--- src/rtl/pzcorebus_error_responder.sv ---
// Default slave for pzcorebus: accepts every command, drains write data and answers with error responses.
// Optional saturating command counter when PZCOREBUS_ERROR_RESPONDER_COUNTER_EN is defined.
module pzcorebus_error_responder #(
    parameter int                    ID_WIDTH     = 8,
    parameter int                    LENGTH_WIDTH = 4,
    parameter int                    DATA_WIDTH   = 32,
    parameter logic [DATA_WIDTH-1:0] ERROR_DATA   = 32'hDEAD_BEEF
) (
    input  logic                    i_clk,
    input  logic                    i_rst,
    input  logic                    i_mcmd_valid,
    output logic                    o_scmd_accept,
    input  logic [1:0]              i_mcmd,
    input  logic [ID_WIDTH-1:0]     i_mid,
    input  logic [LENGTH_WIDTH-1:0] i_mlength,
    input  logic                    i_mdata_valid,
    output logic                    o_sdata_accept,
    input  logic                    i_mdata_last,
    output logic                    o_sresp_valid,
    input  logic                    i_mresp_accept,
    output logic                    o_sresp,
    output logic [ID_WIDTH-1:0]     o_sid,
    output logic                    o_serror,
    output logic [DATA_WIDTH-1:0]   o_sdata,
    output logic                    o_sresp_last
`ifdef PZCOREBUS_ERROR_RESPONDER_COUNTER_EN
    ,
    output logic [15:0]             o_error_count,
    input  logic                    i_error_count_clear
`endif
);

    localparam logic [1:0] CMD_READ         = 2'd0;
    localparam logic [1:0] CMD_WRITE        = 2'd1;
    localparam logic [1:0] CMD_POSTED_WRITE = 2'd2;
    localparam logic [1:0] CMD_MESSAGE      = 2'd3;

    typedef enum logic [1:0] {
        ST_IDLE  = 2'd0,
        ST_WDATA = 2'd1,
        ST_RESP  = 2'd2
    } state_e;

    state_e                  state_q, state_d;
    logic                    scmd_accept_q, scmd_accept_d;
    logic                    sresp_valid_q, sresp_valid_d;
    logic                    sresp_q, sresp_d;
    logic [ID_WIDTH-1:0]     sid_q, sid_d;
    logic [DATA_WIDTH-1:0]   sdata_q, sdata_d;
    logic                    sresp_last_q, sresp_last_d;
    logic [LENGTH_WIDTH-1:0] count_q, count_d;
    logic                    posted_q, posted_d;
    logic                    cmd_hs;

    assign cmd_hs = i_mcmd_valid && scmd_accept_q;

    always_comb begin
        state_d       = state_q;
        sresp_valid_d = sresp_valid_q;
        sresp_d       = sresp_q;
        sid_d         = sid_q;
        sdata_d       = sdata_q;
        sresp_last_d  = sresp_last_q;
        count_d       = count_q;
        posted_d      = posted_q;

        case (state_q)
            ST_IDLE: begin
                if (cmd_hs) begin
                    sid_d   = i_mid;
                    count_d = i_mlength;
                    case (i_mcmd)
                        CMD_READ: begin
                            state_d       = ST_RESP;
                            sresp_valid_d = 1'b1;
                            sresp_d       = 1'b1;
                            sdata_d       = ERROR_DATA;
                            sresp_last_d  = (i_mlength == '0);
                        end
                        CMD_MESSAGE: begin
                            state_d       = ST_RESP;
                            sresp_valid_d = 1'b1;
                            sresp_d       = 1'b0;
                            sdata_d       = '0;
                            sresp_last_d  = 1'b1;
                        end
                        default: begin
                            state_d  = ST_WDATA;
                            posted_d = (i_mcmd == CMD_POSTED_WRITE);
                        end
                    endcase
                end
            end
            ST_WDATA: begin
                // Beat count is not checked against mlength; only the last flag ends the burst.
                if (i_mdata_valid && i_mdata_last) begin
                    if (posted_q) begin
                        state_d = ST_IDLE;
                    end else begin
                        state_d       = ST_RESP;
                        sresp_valid_d = 1'b1;
                        sresp_d       = 1'b0;
                        sdata_d       = '0;
                        sresp_last_d  = 1'b1;
                    end
                end
            end
            ST_RESP: begin
                // sresp_valid is always high here, so the accept alone completes a beat.
                if (i_mresp_accept) begin
                    if (sresp_q && (count_q != '0)) begin
                        count_d      = count_q - 1'b1;
                        sresp_last_d = (count_q == LENGTH_WIDTH'(1));
                    end else begin
                        state_d       = ST_IDLE;
                        sresp_valid_d = 1'b0;
                    end
                end
            end
            default: begin
                state_d       = ST_IDLE;
                sresp_valid_d = 1'b0;
            end
        endcase

        scmd_accept_d = (state_d == ST_IDLE);
    end

    always_ff @(posedge i_clk or posedge i_rst) begin
        if (i_rst) begin
            state_q       <= ST_IDLE;
            scmd_accept_q <= 1'b0;
            sresp_valid_q <= 1'b0;
            sresp_q       <= 1'b0;
            sid_q         <= '0;
            sdata_q       <= '0;
            sresp_last_q  <= 1'b0;
            count_q       <= '0;
            posted_q      <= 1'b0;
        end else begin
            state_q       <= state_d;
            scmd_accept_q <= scmd_accept_d;
            sresp_valid_q <= sresp_valid_d;
            sresp_q       <= sresp_d;
            sid_q         <= sid_d;
            sdata_q       <= sdata_d;
            sresp_last_q  <= sresp_last_d;
            count_q       <= count_d;
            posted_q      <= posted_d;
        end
    end

    assign o_scmd_accept  = scmd_accept_q;
    assign o_sdata_accept = (state_q == ST_WDATA);
    assign o_sresp_valid  = sresp_valid_q;
    assign o_sresp        = sresp_q;
    assign o_sid          = sid_q;
    assign o_serror       = sresp_valid_q;
    assign o_sdata        = sdata_q;
    assign o_sresp_last   = sresp_last_q;

`ifdef PZCOREBUS_ERROR_RESPONDER_COUNTER_EN
    logic [15:0] error_count_q, error_count_d;

    always_comb begin
        error_count_d = error_count_q;
        if (i_error_count_clear) begin
            error_count_d = '0;
        end else if (cmd_hs && (error_count_q != 16'hFFFF)) begin
            error_count_d = error_count_q + 16'd1;
        end
    end

    always_ff @(posedge i_clk or posedge i_rst) begin
        if (i_rst) begin
            error_count_q <= '0;
        end else begin
            error_count_q <= error_count_d;
        end
    end

    assign o_error_count = error_count_q;
`endif

endmodule

--- config.mk ---
export PLATFORM = sky130hd
export DESIGN_NAME = pzcorebus_error_responder
export DESIGN_NICKNAME = d
export VERILOG_FILES = /design/src/rtl/pzcorebus_error_responder.sv
export SDC_FILE = /design/constraint.sdc
export NUM_CORES = 1
export LEC_CHECK = 0
export ABC_AREA = 1
export BUFFER_PORTS_ARGS = -buffer_cell sky130_fd_sc_hd__buf_2
export CAP_MARGIN = 40
export CORE_MARGIN = 5
export CORE_UTILIZATION = 50
export DETAILED_ROUTE_END_ITERATION = 8
export HOLD_SLACK_MARGIN = 0.02
export PLACE_DENSITY = 0.89
export SETUP_SLACK_MARGIN = 0.15
export SLEW_MARGIN = 20
export SYNTH_ARGS = -nofsm -noshare
export SYNTH_HDL_FRONTEND = slang
export SYNTH_SLANG_ARGS = --single-unit
--- constraint.sdc ---
create_clock -name i_clk -period 2.5 [get_ports i_clk]
set_input_delay 0.375 -clock i_clk [delete_from_list [all_inputs] [get_ports i_clk]]
set_output_delay 0.375 -clock i_clk [all_outputs]
set_load 0.02 [all_outputs]
==> results.cfg, run 1 <==
[status]
run_status = finished, final reports clean

[clock_network]
cts-hold-fix-buffers = 0
clockRootBuffer = sky130_fd_sc_hd__clkbuf_4
max-clock-path-buffers = 2
clkSlewWorstSetupHoldPaths_ns = 0.12
clock_latency_late_sink_ns = 0.31
cts_made_buffers = 3
cts_num_sinks = 19
cts_repair_resize_count = 0
cts_htree_levels = 1
cts_tree = yes
post-cts-setup-buffers = 0

[timing]
period_needed_ns = 1.70
timing.setup.tns_ns = 0
grt_setup_unrepaired = false
timing.final.crit_share = 0.682
report.final.hold_viol_count = 0
drv_slew = 0
fin_skew_ns = 0.0106
slew_headroom = 0.531
worstMarginPinSlew_ns = 0.703
max_clock_freq_mhz = 587
setup-violations-final = 0

[route]
avgViaCountPerCell = 4.57
drtPass1Iterations = 7
postRouteWirelength_um = 2790
drc_errors = 0
num_vias = 1169
first_iter_violations = 23
post_drt_wl_per_cell_um = 10.9
postRouteAntennaNets = 0

[power]
leakagePower_nw = 0.942
cell_area_power_density_nw_per_um2 = 1460
irDropWorstVdd_uv = 911

[grt]
first_global_vias = 1154
global_route.usage.total = 0.143
grt.overflow.total = 0
antenna_violations_before_repair = 0
global_route_wire_length_before_repair_um = 4660
grt_start_max_net_pins = 29

[finish]
n_fill_cell = 248
drive_above_1_share = 0.316
layout.nets = 255
antenna_cells = 0
area_delta_synth_final_pct = 8.72
final_util = 0.559
stdcell_area_sq_um = 1530

[critical_path]
critical_path_class = reg -> out
worst_r2r_startpoint = state_q[1]
r2r-end = o_sid[4]
cp.required_ns = 2.12
crit_path_start_kind = flop
critical_path_arrival_ns = 1.33
r2r.worst_path.cells = 7
cp_capture_type = output pin
critical_path.max_fanout = 6
ff2ff_setup_slack_ns = 0.91
timing.critical_path.slowest_cell_delay_ns = 0.43
timing.critical_path.from = state_q[1]
timing.critical_path.slowest_stage_cell = sky130_fd_sc_hd__dfrtp_1
worstPathCellList = inv_1 > ha_1 > buf_2

[run]
maxCapViolCount = 0

[synth]
post_synth.cell_area_avg_sq_um = 7.36
yosysSeqAreaShare = 0.338
netlist.area_leader.share = 0.338
mappedNetlistArea_sq_um = 1410
yosys_warnings = 0
yosys-top-cells-count = sky130_fd_sc_hd__nand2_1 (59), sky130_fd_sc_hd__buf_4 (34), sky130_fd_sc_hd__inv_1 (25), sky130_fd_sc_hd__dfrtp_1 (19), sky130_fd_sc_hd__nand3_1 (12)
post_synth_edffs = 0
synth-async-reset-ratio = 1.00
yosys-top-cells-area = sky130_fd_sc_hd__dfrtp_1 (34%), sky130_fd_sc_hd__buf_4 (18%), sky130_fd_sc_hd__nand2_1 (16%)
yosysMostFrequentCell = sky130_fd_sc_hd__nand2_1
dominant_synthesized_flop_cell = sky130_fd_sc_hd__dfrtp_1
synthDominantAreaCellType = sky130_fd_sc_hd__dfrtp_1
post_synth_inst_count = 191
synth.ff_latch_count = 19
synth.lib_cells_used.distinct = 20

[floorplan]
io_pins = 66
die_w_um = 63.0
die_y_um = 63.0
die_area_sq_um = 3970
start_util = 0.514
number_of_placement_rows = 19
design.core.area_sq_um = 2730

[placement]
io_port_bufs = 57
place_area_sq_um = 1500
gp_routability_congestion = 0.872
place_hpwl_um = 2280

[min_path]
hold_path_class = in -> async
## power breakdown
group	switching (W)	internal, W
registers	0.000128	0.000457
clock network	0.000100	0.0000597
logic	0.000999	0.000484
## state kept, by name, summed over array words and instances, names as in the netlist
signal and cells:
o_sid 8, count_q 4, state_q 2, o_scmd_accept 1, o_sdata 1, o_serror 1
o_sresp_last 1, posted_q 1
## cells by family (layout without fill, tap and decap cells)
group           Yosys count  after routing  synth area share
other cells               1              8           0.00267
flops                    19             19             0.338
mux                       1              1           0.00801
simple gates             83             83             0.255
buf+inv                  62             89             0.256
fa+ha+maj                 9              9            0.0801
compound gates           16             16            0.0596
## area by class of cell
type	instances	area, sq um	area share
multi-input cells	117	597	0.390
flip-flops and latches	19	475	0.311
repair buffers	57	285	0.187
inverters	28	105	0.0687
well taps	31	38.8	0.0254
clock buffers	3	22.5	0.0147
clock inverters	1	5.00	0.00327
## metrics by stage
step	cells	hold WS, ns	total power [W]	setup slack, ns
detailed placement	252	0.454	0.00208	0.898
floorplan	198	0.326	0.00193	1.05
global placement	252	0.453	0.00204	0.964
global route	256	0.243	0.00244	0.643
CTS	256	0.183	0.00224	0.779
finish	256	0.155	0.00223	0.795
## worst max-delay path, delay by kind of cell, from the launching register on
family,cells,cell delay (ns)
fa+ha+maj,1,0.28
buf+inv,2,0.32
flops,1,0.43
## metal layers
layer / vias to the layer above / wire (um) / global-route usage / part of all wire
met5: - / 0 / 0 / 0
li1: 612 / - / - / -
met3: 4 / 256 / 0.0216 / 0.092
met1: 503 / 1080 / 0.155 / 0.39
met2: 50 / 1410 / 0.264 / 0.51
met4: 0 / 40 / 0.0690 / 0.014
## placed cells by master (no fill, tap or decap), types with 3 or more instances in the layout
cell	synthesis	layout
sky130_fd_sc_hd__nand2_1	59	59
sky130_fd_sc_hd__inv_1	25	25
sky130_fd_sc_hd__a21oi_1	4	4
sky130_fd_sc_hd__inv_2	3	3
sky130_fd_sc_hd__conb_1	1	8
sky130_fd_sc_hd__nand4_1	3	3
sky130_fd_sc_hd__o21ai_0	11	11
sky130_fd_sc_hd__nand3_1	12	12
sky130_fd_sc_hd__nor2_1	3	3
sky130_fd_sc_hd__buf_2	0	57
sky130_fd_sc_hd__clkbuf_4	0	3
sky130_fd_sc_hd__dfrtp_1	19	19
sky130_fd_sc_hd__ha_1	9	9
## worst max-delay path by stage
stage / slack, ns / to / depth (start not counted)
global placement: 0.96 / o_sid[1] / 7
floorplan: 1.05 / o_sdata[0] / 1
finish: 0.80 / o_sdata_accept / 3
detailed placement: 0.90 / o_sid[4] / 7
CTS: 0.78 / o_sdata_accept / 3
global route: 0.64 / o_sdata[2] / 1
Power figures use the tool's default switching activity.
==> inputs of run 2 (changes only) <==
--- a/config.mk
+++ b/config.mk
@@ -5,14 +5,14 @@
 export SDC_FILE = /design/constraint.sdc
 export NUM_CORES = 1
 export LEC_CHECK = 0
-export ABC_AREA = 1
+export ABC_AREA = 0
 export BUFFER_PORTS_ARGS = -buffer_cell sky130_fd_sc_hd__buf_2
 export CAP_MARGIN = 40
 export CORE_MARGIN = 5
-export CORE_UTILIZATION = 50
+export CORE_UTILIZATION = 46
 export DETAILED_ROUTE_END_ITERATION = 8
 export HOLD_SLACK_MARGIN = 0.02
-export PLACE_DENSITY = 0.89
+export PLACE_DENSITY = 0.83
 export SETUP_SLACK_MARGIN = 0.15
 export SLEW_MARGIN = 20
 export SYNTH_ARGS = -nofsm -noshare
==> constraint.sdc (replaced) <==
create_clock -name i_clk -period 1.74 [get_ports i_clk]
set_input_delay 0.261 -clock i_clk [delete_from_list [all_inputs] [get_ports i_clk]]
set_output_delay 0.261 -clock i_clk [all_outputs]
set_load 0.02 [all_outputs]
==> results.cfg, run 2 <==
[floorplan]
number_of_placement_rows = 20
die_y_um = 65.0
die_w_um = 65.0
design.core.area_sq_um = 2980
io_pins = 66
die_area_sq_um = 4220
start_util = 0.467

[route]
drc_errors = 0
first_iter_violations = 28
post_drt_wl_per_cell_um = 14.2
postRouteWirelength_um = 3110
postRouteAntennaNets = 0
drtPass1Iterations = 4
avgViaCountPerCell = 5.11
num_vias = 1119

[clock_network]
cts_num_sinks = 19
cts_made_buffers = 3
max-clock-path-buffers = 2
cts_htree_levels = 1
clockRootBuffer = sky130_fd_sc_hd__clkbuf_4
clkSlewWorstSetupHoldPaths_ns = 0.11
clock_latency_late_sink_ns = 0.30
cts_tree = yes

[placement]
io_port_bufs = 57
gp_routability_congestion = 0.966
place_hpwl_um = 2350

[critical_path]
cp_capture_type = flop
timing.critical_path.from = count_q[0]
critical_path.top_delay_family = compound AO/OA/AOI/OAI gates
worstPathCellList = inv_2 > ha_4 > or3b_4 > a221oi_4 > a31oi_1 > a21oi_1
timing.critical_path.slowest_cell_delay_ns = 0.40
timing.critical_path.slowest_stage_cell = sky130_fd_sc_hd__dfrtp_1
critical_path.max_fanout = 3
crit_path_start_kind = flop
cp_num_buf_inv = 1
critical_path_arrival_ns = 1.96
critical_path_class = reg -> reg
worst_r2r_startpoint = count_q[0]
ff2ff_setup_slack_ns = 0.005
cp.required_ns = 1.97

[run]
maxCapViolCount = 0

[min_path]
hold_path_class = in -> reg
hp-start = i_mid[6]

[finish]
antenna_cells = 0
area_delta_synth_final_pct = 21.5
most-common-layout-cells = sky130_fd_sc_hd__buf_2 (57), sky130_fd_sc_hd__dfrtp_1 (18), sky130_fd_sc_hd__buf_4 (12), sky130_fd_sc_hd__mux2_2 (8), sky130_fd_sc_hd__conb_1 (8)
largest_register_ff_count = 8
layout_commonest_cell = sky130_fd_sc_hd__buf_2
n_fill_cell = 251
layout.nets = 216
drive_above_1_share = 0.581
final_util = 0.568

[grt]
grt.overflow.total = 0
antenna_violations_before_repair = 0
grt_start_max_net_pins = 27
global_route_wire_length_before_repair_um = 4660
global_route.usage.total = 0.139
first_global_vias = 1072

[power]
swShare = 0.492
leakagePower_nw = 0.873
irDropWorstVdd_uv = 940
power_w = 0.00352
p_int_w = 0.00179
netSwitchingPower_w = 0.00173
power.clock.fraction = 0.065
comb_power_share = 0.701
cell_area_power_density_nw_per_um2 = 2080
register_share_of_total_power = 0.234

[timing]
max_clock_freq_mhz = 577
fin_skew_ns = 0.00538
report.final.hold_viol_count = 0
drv_slew = 0
period_needed_ns = 1.73
grt_setup_unrepaired = true
timing.final.crit_share = 0.997
setup-violations-final = 0

[synth]
synth-async-reset-ratio = 1.00
yosys_warnings = 0
post_synth_edffs = 0
synth.ff_latch_count = 19
dominant_synthesized_flop_cell = sky130_fd_sc_hd__dfrtp_1
synth.lib_cells_used.distinct = 39
yosys-top-cells-count = sky130_fd_sc_hd__buf_4 (34), sky130_fd_sc_hd__dfrtp_1 (19), sky130_fd_sc_hd__ha_1 (9), sky130_fd_sc_hd__inv_1 (8), sky130_fd_sc_hd__mux2_2 (8)
synthDominantAreaCellType = sky130_fd_sc_hd__dfrtp_1
netlist.area_leader.share = 0.342
yosys-top-cells-area = sky130_fd_sc_hd__dfrtp_1 (34%), sky130_fd_sc_hd__buf_4 (18%), sky130_fd_sc_hd__ha_1 (8.1%)
mappedNetlistArea_sq_um = 1390
yosysMostFrequentCell = sky130_fd_sc_hd__buf_4
post_synth_inst_count = 140
post_synth.cell_area_avg_sq_um = 9.94
yosysSeqAreaShare = 0.342

[status]
run_status = finished, final reports clean
## run 2: cell count changes after synthesis, sizes merged, moves of 3 or more
| cell | change |
|---|---|
| nand3 | -10 |
| a31oi | +4 |
| inv | -20 |
| o21ai | -6 |
| and2 | +3 |
| nand2 | -54 |
| mux2 | +9 |
| nand4 | -3 |
## run 2: power by group through the flow
stage | logic [W] | clock network [W] | registers (W)
floorplan | 0.00170 | 0 | 0.00103
global placement | 0.00216 | 0 | 0.000814
detailed placement | 0.00220 | 0 | 0.000828
CTS | 0.00230 | 0.000233 | 0.000820
global route | 0.00264 | 0.000252 | 0.000857
finish | 0.00247 | 0.000227 | 0.000823
## run 2: logic make-up after synthesis
group	synth area share
and+or+nand+nor	0.125
buffers and inverters	0.224
other	0.00270
AOI/OAI and AO/OA	0.138
DFF	0.342
muxes	0.0881
adders and majority gates	0.0809
## run 2: what timing repair did
item,4_1_cts,5_1_grt
setup buffers,2,3
pin swaps,2,6
hold buffers,1,0
resized for setup,7,8
setup endpoints to repair,18,18
endpoints found under the hold margin,19,0
## run 2: routing by layer
metal  share of wire  GRT usage  up-vias
met3           0.090     0.0312        7
li1                -          -      531
met2            0.50      0.257       62
met5               0          0        -
met4           0.020     0.0396        0
met1            0.39      0.157      519
## run 2: final cells by class
cell class                      instances  area [sq um]  area share
Inverter                                8          30.0      0.0178
Sequential cell                        19           477       0.282
Clock buffer                            4          26.3      0.0155
Multi-Input combinational cell         83           708       0.419
Tap cell                               33          41.3      0.0244
Timing Repair Buffer                   72           408       0.241
## run 2: through the flow
stage / TNS [ns] / hold WS, ns / cells / setup WS (ns) / cell area [sq um]
global placement: 0 / 0.290 / 209 / 0.0275 / 1550
floorplan: 0 / 0.212 / 147 / 0.0100 / 1430
global route: -0.232 / 0.174 / 219 / -0.0896 / 1690
CTS: 0 / 0.177 / 216 / 0.00757 / 1630
detailed placement: -0.0322 / 0.293 / 209 / -0.0322 / 1550
finish: 0 / 0.182 / 219 / 0.00541 / 1690
## run 2: path summary, 6_finish.rpt
| kind | endpoint | cells after the start |
|---|---|---|
| setup reg to reg | o_serror | 6 |
| hold / removal | o_sid[6] | 2 |
| max in group asynchronous | o_sdata[30] | 4 |
| setup / recovery | o_serror | 6 |
| min in group asynchronous | o_sid[7] | 4 |
| hold reg to reg | o_sid[7] | 1 |
## run 2: worst reg2reg max path, stage by stage (launching register included)
cell	delay (ns)
sky130_fd_sc_hd__dfrtp_1	0.40
sky130_fd_sc_hd__inv_2	0.08
sky130_fd_sc_hd__ha_4	0.13
sky130_fd_sc_hd__or3b_4	0.40
sky130_fd_sc_hd__a221oi_4	0.34
sky130_fd_sc_hd__a31oi_1	0.18
sky130_fd_sc_hd__a21oi_1	0.14
